**src/rtl/raizing_textvram_arbiter.sv**
```systemverilog
//==============================================================================
// Module      : raizing_textvram_arbiter
// Description : Shares one single-port text VRAM (1-cycle registered-read
//               BRAM) between the line text renderer and the 68k CPU bus.
//               The renderer has absolute priority and is never stalled. The
//               CPU is served in idle slots through a req/ack handshake.
// Revision    : 1.0 - initial release
//------------------------------------------------------------------------------
// Ports
//   CLK96, RESET96_N          : clock, synchronous active-low reset
//   REN_REQ/REN_ADDR          : renderer read strobe + address
//   REN_DATA/REN_VALID        : renderer read data + 1-cycle valid pulse
//   CPU_REQ/WE/BE/ADDR/DIN    : CPU access request (level, held until ACK)
//   CPU_DOUT/CPU_ACK          : CPU read data + 1-cycle completion pulse
//   CPU_STARVE                : CPU has waited WAIT_MAX cycles
//   CONFLICT_CNT              : conflict statistics (optional, see below)
//   RAM_ADDR/WE/BE/DIN        : registered VRAM command
//   RAM_DOUT                  : VRAM read data, 1 cycle after RAM_ADDR
// Configuration
//   RAIZING_TVRAM_STATS_EN    : when defined, adds CONFLICT_CNT[15:0], a
//                               saturating count of cycles in which the
//                               renderer blocked a pending CPU request.
//==============================================================================
`timescale 1ns/1ps
`default_nettype none

module raizing_textvram_arbiter #(
  parameter int AW       = 12,
  parameter int DW       = 16,
  parameter int WAIT_MAX = 64
) (
  input  logic          CLK96,
  input  logic          RESET96_N,
  input  logic          REN_REQ,
  input  logic [AW-1:0] REN_ADDR,
  output logic [DW-1:0] REN_DATA,
  output logic          REN_VALID,
  input  logic          CPU_REQ,
  input  logic          CPU_WE,
  input  logic [1:0]    CPU_BE,
  input  logic [AW-1:0] CPU_ADDR,
  input  logic [DW-1:0] CPU_DIN,
  output logic [DW-1:0] CPU_DOUT,
  output logic          CPU_ACK,
  output logic          CPU_STARVE,
`ifdef RAIZING_TVRAM_STATS_EN
  output logic [15:0]   CONFLICT_CNT,
`endif
  output logic [AW-1:0] RAM_ADDR,
  output logic          RAM_WE,
  output logic [1:0]    RAM_BE,
  output logic [DW-1:0] RAM_DIN,
  input  logic [DW-1:0] RAM_DOUT
);

  localparam int WAIT_W = $clog2(WAIT_MAX + 1);

  typedef enum logic [1:0] {
    S_IDLE = 2'd0,
    S_WR   = 2'd1,
    S_RD   = 2'd2,
    S_DONE = 2'd3
  } state_e;

  // Owner of the data that RAM_DOUT will carry when this tag reaches stage 1.
  typedef enum logic [1:0] {
    TAG_NONE = 2'd0,
    TAG_REN  = 2'd1,
    TAG_CPU  = 2'd2
  } tag_e;

  state_e              state_q, state_d;
  tag_e                tag0_q, tag0_d;
  tag_e                tag1_q;
  logic [AW-1:0]       ram_addr_q, ram_addr_d;
  logic                ram_we_q, ram_we_d;
  logic [1:0]          ram_be_q, ram_be_d;
  logic [DW-1:0]       ram_din_q, ram_din_d;
  logic [DW-1:0]       ren_hold_q, ren_hold_d;
  logic [DW-1:0]       cpu_hold_q, cpu_hold_d;
  logic [WAIT_W-1:0]   wait_q, wait_d;

  logic                ren_slot;
  logic                cpu_slot;
  logic                cpu_ret;

  // Renderer always wins; the CPU only gets a slot when the FSM is idle, which
  // also blocks re-sampling CPU_REQ during the ACK cycle.
  assign ren_slot = REN_REQ;
  assign cpu_slot = !REN_REQ && CPU_REQ && (state_q == S_IDLE);

  // A CPU read result is on RAM_DOUT in the cycle its tag sits in stage 1.
  assign cpu_ret  = (tag1_q == TAG_CPU);

  //--------------------------------------------------------------------------
  // CPU access FSM
  //--------------------------------------------------------------------------
  always_comb begin
    state_d = state_q;
    case (state_q)
      S_IDLE: begin
        if (cpu_slot) begin
          state_d = CPU_WE ? S_WR : S_RD;
        end
      end
      S_WR:    state_d = S_DONE;
      S_RD:    state_d = S_DONE;
      S_DONE:  state_d = S_IDLE;
      default: state_d = S_IDLE;
    endcase
  end

  //--------------------------------------------------------------------------
  // Slot datapath, owner tags, wait counter
  //--------------------------------------------------------------------------
  always_comb begin
    ram_addr_d = ram_addr_q;
    ram_din_d  = ram_din_q;
    ram_we_d   = 1'b0;
    ram_be_d   = 2'b00;
    tag0_d     = TAG_NONE;
    if (ren_slot) begin
      ram_addr_d = REN_ADDR;
      tag0_d     = TAG_REN;
    end else if (cpu_slot) begin
      ram_addr_d = CPU_ADDR;
      if (CPU_WE) begin
        ram_we_d  = 1'b1;
        ram_be_d  = CPU_BE;
        ram_din_d = CPU_DIN;
      end else begin
        tag0_d    = TAG_CPU;
      end
    end
  end

  always_comb begin
    ren_hold_d = ren_hold_q;
    cpu_hold_d = cpu_hold_q;
    if (REN_VALID) begin
      ren_hold_d = RAM_DOUT;
    end
    if (cpu_ret) begin
      cpu_hold_d = RAM_DOUT;
    end
  end

  // The counter also ticks while the CPU's own access is in flight; ACK
  // clears it, so that only matters when it is already saturated.
  always_comb begin
    wait_d = wait_q;
    if (CPU_ACK) begin
      wait_d = '0;
    end else if (CPU_REQ && !cpu_slot && (wait_q != WAIT_W'(WAIT_MAX))) begin
      wait_d = wait_q + 1'b1;
    end
  end

  always_ff @(posedge CLK96) begin
    if (!RESET96_N) begin
      state_q    <= S_IDLE;
      tag0_q     <= TAG_NONE;
      tag1_q     <= TAG_NONE;
      ram_addr_q <= '0;
      ram_we_q   <= 1'b0;
      ram_be_q   <= 2'b00;
      ram_din_q  <= '0;
      ren_hold_q <= '0;
      cpu_hold_q <= '0;
      wait_q     <= '0;
    end else begin
      state_q    <= state_d;
      tag0_q     <= tag0_d;
      tag1_q     <= tag0_q;
      ram_addr_q <= ram_addr_d;
      ram_we_q   <= ram_we_d;
      ram_be_q   <= ram_be_d;
      ram_din_q  <= ram_din_d;
      ren_hold_q <= ren_hold_d;
      cpu_hold_q <= cpu_hold_d;
      wait_q     <= wait_d;
    end
  end

  //--------------------------------------------------------------------------
  // Outputs. Read data is taken straight from the BRAM output register in the
  // return cycle and held afterwards, so both requesters see a 2-cycle path.
  //--------------------------------------------------------------------------
  assign REN_VALID  = (tag1_q == TAG_REN);
  assign REN_DATA   = REN_VALID ? RAM_DOUT : ren_hold_q;
  assign CPU_ACK    = (state_q == S_DONE);
  assign CPU_DOUT   = cpu_ret ? RAM_DOUT : cpu_hold_q;
  assign CPU_STARVE = (wait_q == WAIT_W'(WAIT_MAX));
  assign RAM_ADDR   = ram_addr_q;
  assign RAM_WE     = ram_we_q;
  assign RAM_BE     = ram_be_q;
  assign RAM_DIN    = ram_din_q;

`ifdef RAIZING_TVRAM_STATS_EN
  logic [15:0] conflict_q, conflict_d;

  always_comb begin
    conflict_d = conflict_q;
    if (REN_REQ && CPU_REQ && (state_q == S_IDLE) && (conflict_q != 16'hFFFF)) begin
      conflict_d = conflict_q + 16'd1;
    end
  end

  always_ff @(posedge CLK96) begin
    if (!RESET96_N) begin
      conflict_q <= 16'd0;
    end else begin
      conflict_q <= conflict_d;
    end
  end

  assign CONFLICT_CNT = conflict_q;
`endif

endmodule

`default_nettype wire

```
**config.mk**
```make
export PLATFORM = sky130hd
export DESIGN_NAME = raizing_textvram_arbiter
export DESIGN_NICKNAME = d
export VERILOG_FILES = /design/src/rtl/raizing_textvram_arbiter.sv
export SDC_FILE = /design/constraint.sdc
export NUM_CORES = 1
export LEC_CHECK = 0
export ABC_AREA = 1
export BUFFER_PORTS_ARGS = -buffer_cell sky130_fd_sc_hd__buf_2
export CORE_ASPECT_RATIO = 1.25
export CORE_UTILIZATION = 48
export DETAILED_ROUTE_END_ITERATION = 8
export GPL_ROUTABILITY_DRIVEN = 1
export PLACE_DENSITY = 0.89
export SLEW_MARGIN = 15
export SYNTH_ARGS = -nofsm -noshare
export SYNTH_HDL_FRONTEND = slang
export SYNTH_SLANG_ARGS = --single-unit
```
**constraint.sdc**
```tcl
create_clock -name CLK96 -period 1.77 [get_ports CLK96]
set_input_delay 0.354 -clock CLK96 [delete_from_list [all_inputs] [get_ports CLK96]]
set_output_delay 0.354 -clock CLK96 [all_outputs]
set_load 0.05 [all_outputs]
```
==> run metrics <==
Yosys top cell by area dfxtp_1; CP dominant cell by count inv_2; FMAX 502 MHz; Inst Count DP 634; Area Overhead vs Synth 53.9%; power density cells 1040 nW/um^2; Ant. Diodes 0; Worst setup SP type register; top-count cell post-synth dfxtp_1; Min-Delay Path Class in2reg; dpl ws 0.146 ns; die width 75.2 microns; RSZ-0062 raised after global routing true; non-filler cells, final 687; worst path required time 1.42 ns; #FFs+latches synth 76; storage element area 1530 sq um; I/O pins 129; mapped cell area 3220 sq um; final worst path period share 1.13; Max Slew Vio Count 0; Core Region 6520 sq um; drt wl/cell 17.3 microns; Worst path slowest cell dfxtp_2; ys flop type dfxtp_1; max-cap violation count 0; Post-synth top cells dfxtp_1, nor2_1, inv_1, nand2_1, o21ai_0; Slew headroom 0.712; total wire length 11900 microns; TritonCTS clock tree yes; CP cell instances inv_2 > nor2_4 > inv_2 > buf_12 > o21ai_2 > inv_1 > buf_6; worst-case clock buffer depth 2; post-route minimum period 1.99 ns; Worst Setup End Kind primary output; critical path arrival 1.64 ns; failing checks setup timing; status finished, violations left; layout cells sized above 1 0.440; CTS root buffer clkbuf_8; gp weighted congestion 0.798; fin worst setup slack -0.224 ns; critical path type reg2out; row count 33; leading post-synthesis cells by cell area dfxtp_1, nor2_1, inv_1; Routed Antenna Nets 0; synthesized instance count 432; Syn Nets 500; CTS sink count 76; Seq/Total Area, Yosys 0.473; Avg Cell Area, Syn 7.45 sq um; fraction of registers with async set/reset 0; # nets final 663; global-route wire length before repair 16200 microns; Leak 0.00277 uW; GRT Util Overall 0.311; TritonCTS Buffers 9; largest net degree at the start of global routing 35; multi-input logic area 1570 sq um; HPWL Detailed 5210 microns; Post-route DRC 0; 1st-iter DRT viols 203; CP max stage delay 0.33 ns; Vias/cell 5.25; slew of the pin with the lowest slew margin 0.432 ns; Post-synth EDFFs 0; synth warn 0; H-tree levels 3; GR Overflow Total 0; Pwr Total 5140 uW; CTS clk-pin slew, worst paths 0.08 ns; die area 7030 sq um; Initial Utilization 0.493; CP max FO 16; Die Y 93.5 microns; via count 3608; IR Drop Worst-Case VDD 782 uV; CP top delay family buffers and inverters; Final Hold Fails 0; fillers 428; synth unique cells 28; antenna violations before repair 1; post-synth top area share 0.473; DR pass1 iterations 7; port bufs 128; skew final 0.00983 ns; vias in the first global route 3382; Final setup viols 33; WP buf/inv 5; Worst-Skew Late Latency 0.35 ns
-- flip-flops by register name, indices dropped and copies added (netlist names) --
name / count
RAM_ADDR: 12
RAM_BE: 2
RAM_DIN: 16
RAM_WE: 1
cpu_hold_q: 16
ren_hold_q: 16
state_q: 2
tag0_q: 2
tag1_q: 2
wait_q: 7
-- path summary, 6_finish.rpt --
path	startpoint	end	slack, ns	cells after the start
worst min-delay path	CPU_WE	tag0_q[1]	0.22	2
worst min register to register	tag0_q[0]	tag1_q[0]	0.40	2
worst max-delay path	tag1_q[0]	REN_DATA[6]	-0.22	7
worst max register to register	tag1_q[0]	ren_hold_q[13]	-0.21	13
-- placed cells by master (no fill, tap or decap), types with 4 or more instances in the layout --
cell type,n
inv_1,59
o21ai_4,7
ha_1,4
dfxtp_1,72
nand4_1,4
o211a_1,12
nand2_2,4
o21ai_1,10
o21ai_0,11
clkbuf_8,9
a21oi_1,5
nand3_1,23
nor2_1,69
o21ai_2,23
buf_4,39
nor2_4,4
buf_6,36
nand2_1,60
inv_2,10
or2_4,16
buf_2,95
-- worst register-to-register path, stage by stage (launching register included) --
cell     delay, ns
dfxtp_2       0.33
inv_2         0.05
nor2_4        0.16
buf_6         0.15
or2_4         0.12
o21ai_2       0.06
buf_4         0.13
buf_4         0.12
buf_4         0.12
buf_4         0.12
buf_4         0.12
buf_4         0.13
buf_6         0.13
nor2_4        0.16
-- per-stage QoR --
stage / hold WS [ns] / setup TNS, ns / area, sq um / utilization
2_1_floorplan: 0.390 / 0 / 3220 / -
3_3_place_gp: 0.398 / 0 / 3930 / 0.602
3_5_place_dp: 0.398 / 0 / 3930 / 0.602
4_1_cts: 0.204 / -0.601 / 4770 / 0.731
5_1_grt: 0.204 / -4.99 / 4950 / 0.759
6_report: 0.217 / -3.48 / 4950 / 0.759
-- power breakdown --
group	internal (uW)	leakage, uW	switching (uW)
sequential	1860	0.000623	88.1
clock	804	0.000110	692
combinational	568	0.00203	1120
-- per-layer routing --
layer,vias to the layer above,global-route usage,share of wire
met5,-,0,0.0011
met4,2,0.165,0.077
met3,73,0.130,0.11
met2,230,0.522,0.47
met1,1637,0.323,0.35
li1,1666,-,-
-- cells by family (layout without fill, tap and decap cells) --
| family | count (synthesis) | in the layout | synth area share |
|---|---|---|---|
| xor gates and xnor gates | 1 | 1 | 0.00272 |
| buffers and inverters | 93 | 261 | 0.116 |
| DFF | 76 | 76 | 0.473 |
| and+or+nand+nor | 186 | 186 | 0.256 |
| AOI/OAI and AO/OA | 71 | 71 | 0.133 |
| adders and majority gates | 5 | 5 | 0.0194 |
-- timing repair --
item                                    4_1_cts  5_1_grt
endpoints found under the setup margin       33       36
cloned                                        2        2
pin swaps                                     1        6
buffers inserted                             35        1
resized for setup                           139       46
hold buffers                                  0        0
-- layout make-up --
type,count,area share
Clock inverter,7,0.0200
Tap cell,87,0.0220
Sequential cell,76,0.309
Clock buffer,9,0.0250
Multi-Input combinational cell,263,0.318
Inverter,72,0.0556
Timing Repair Buffer,173,0.250
Note: power is estimated with default switching activity, not from simulation.
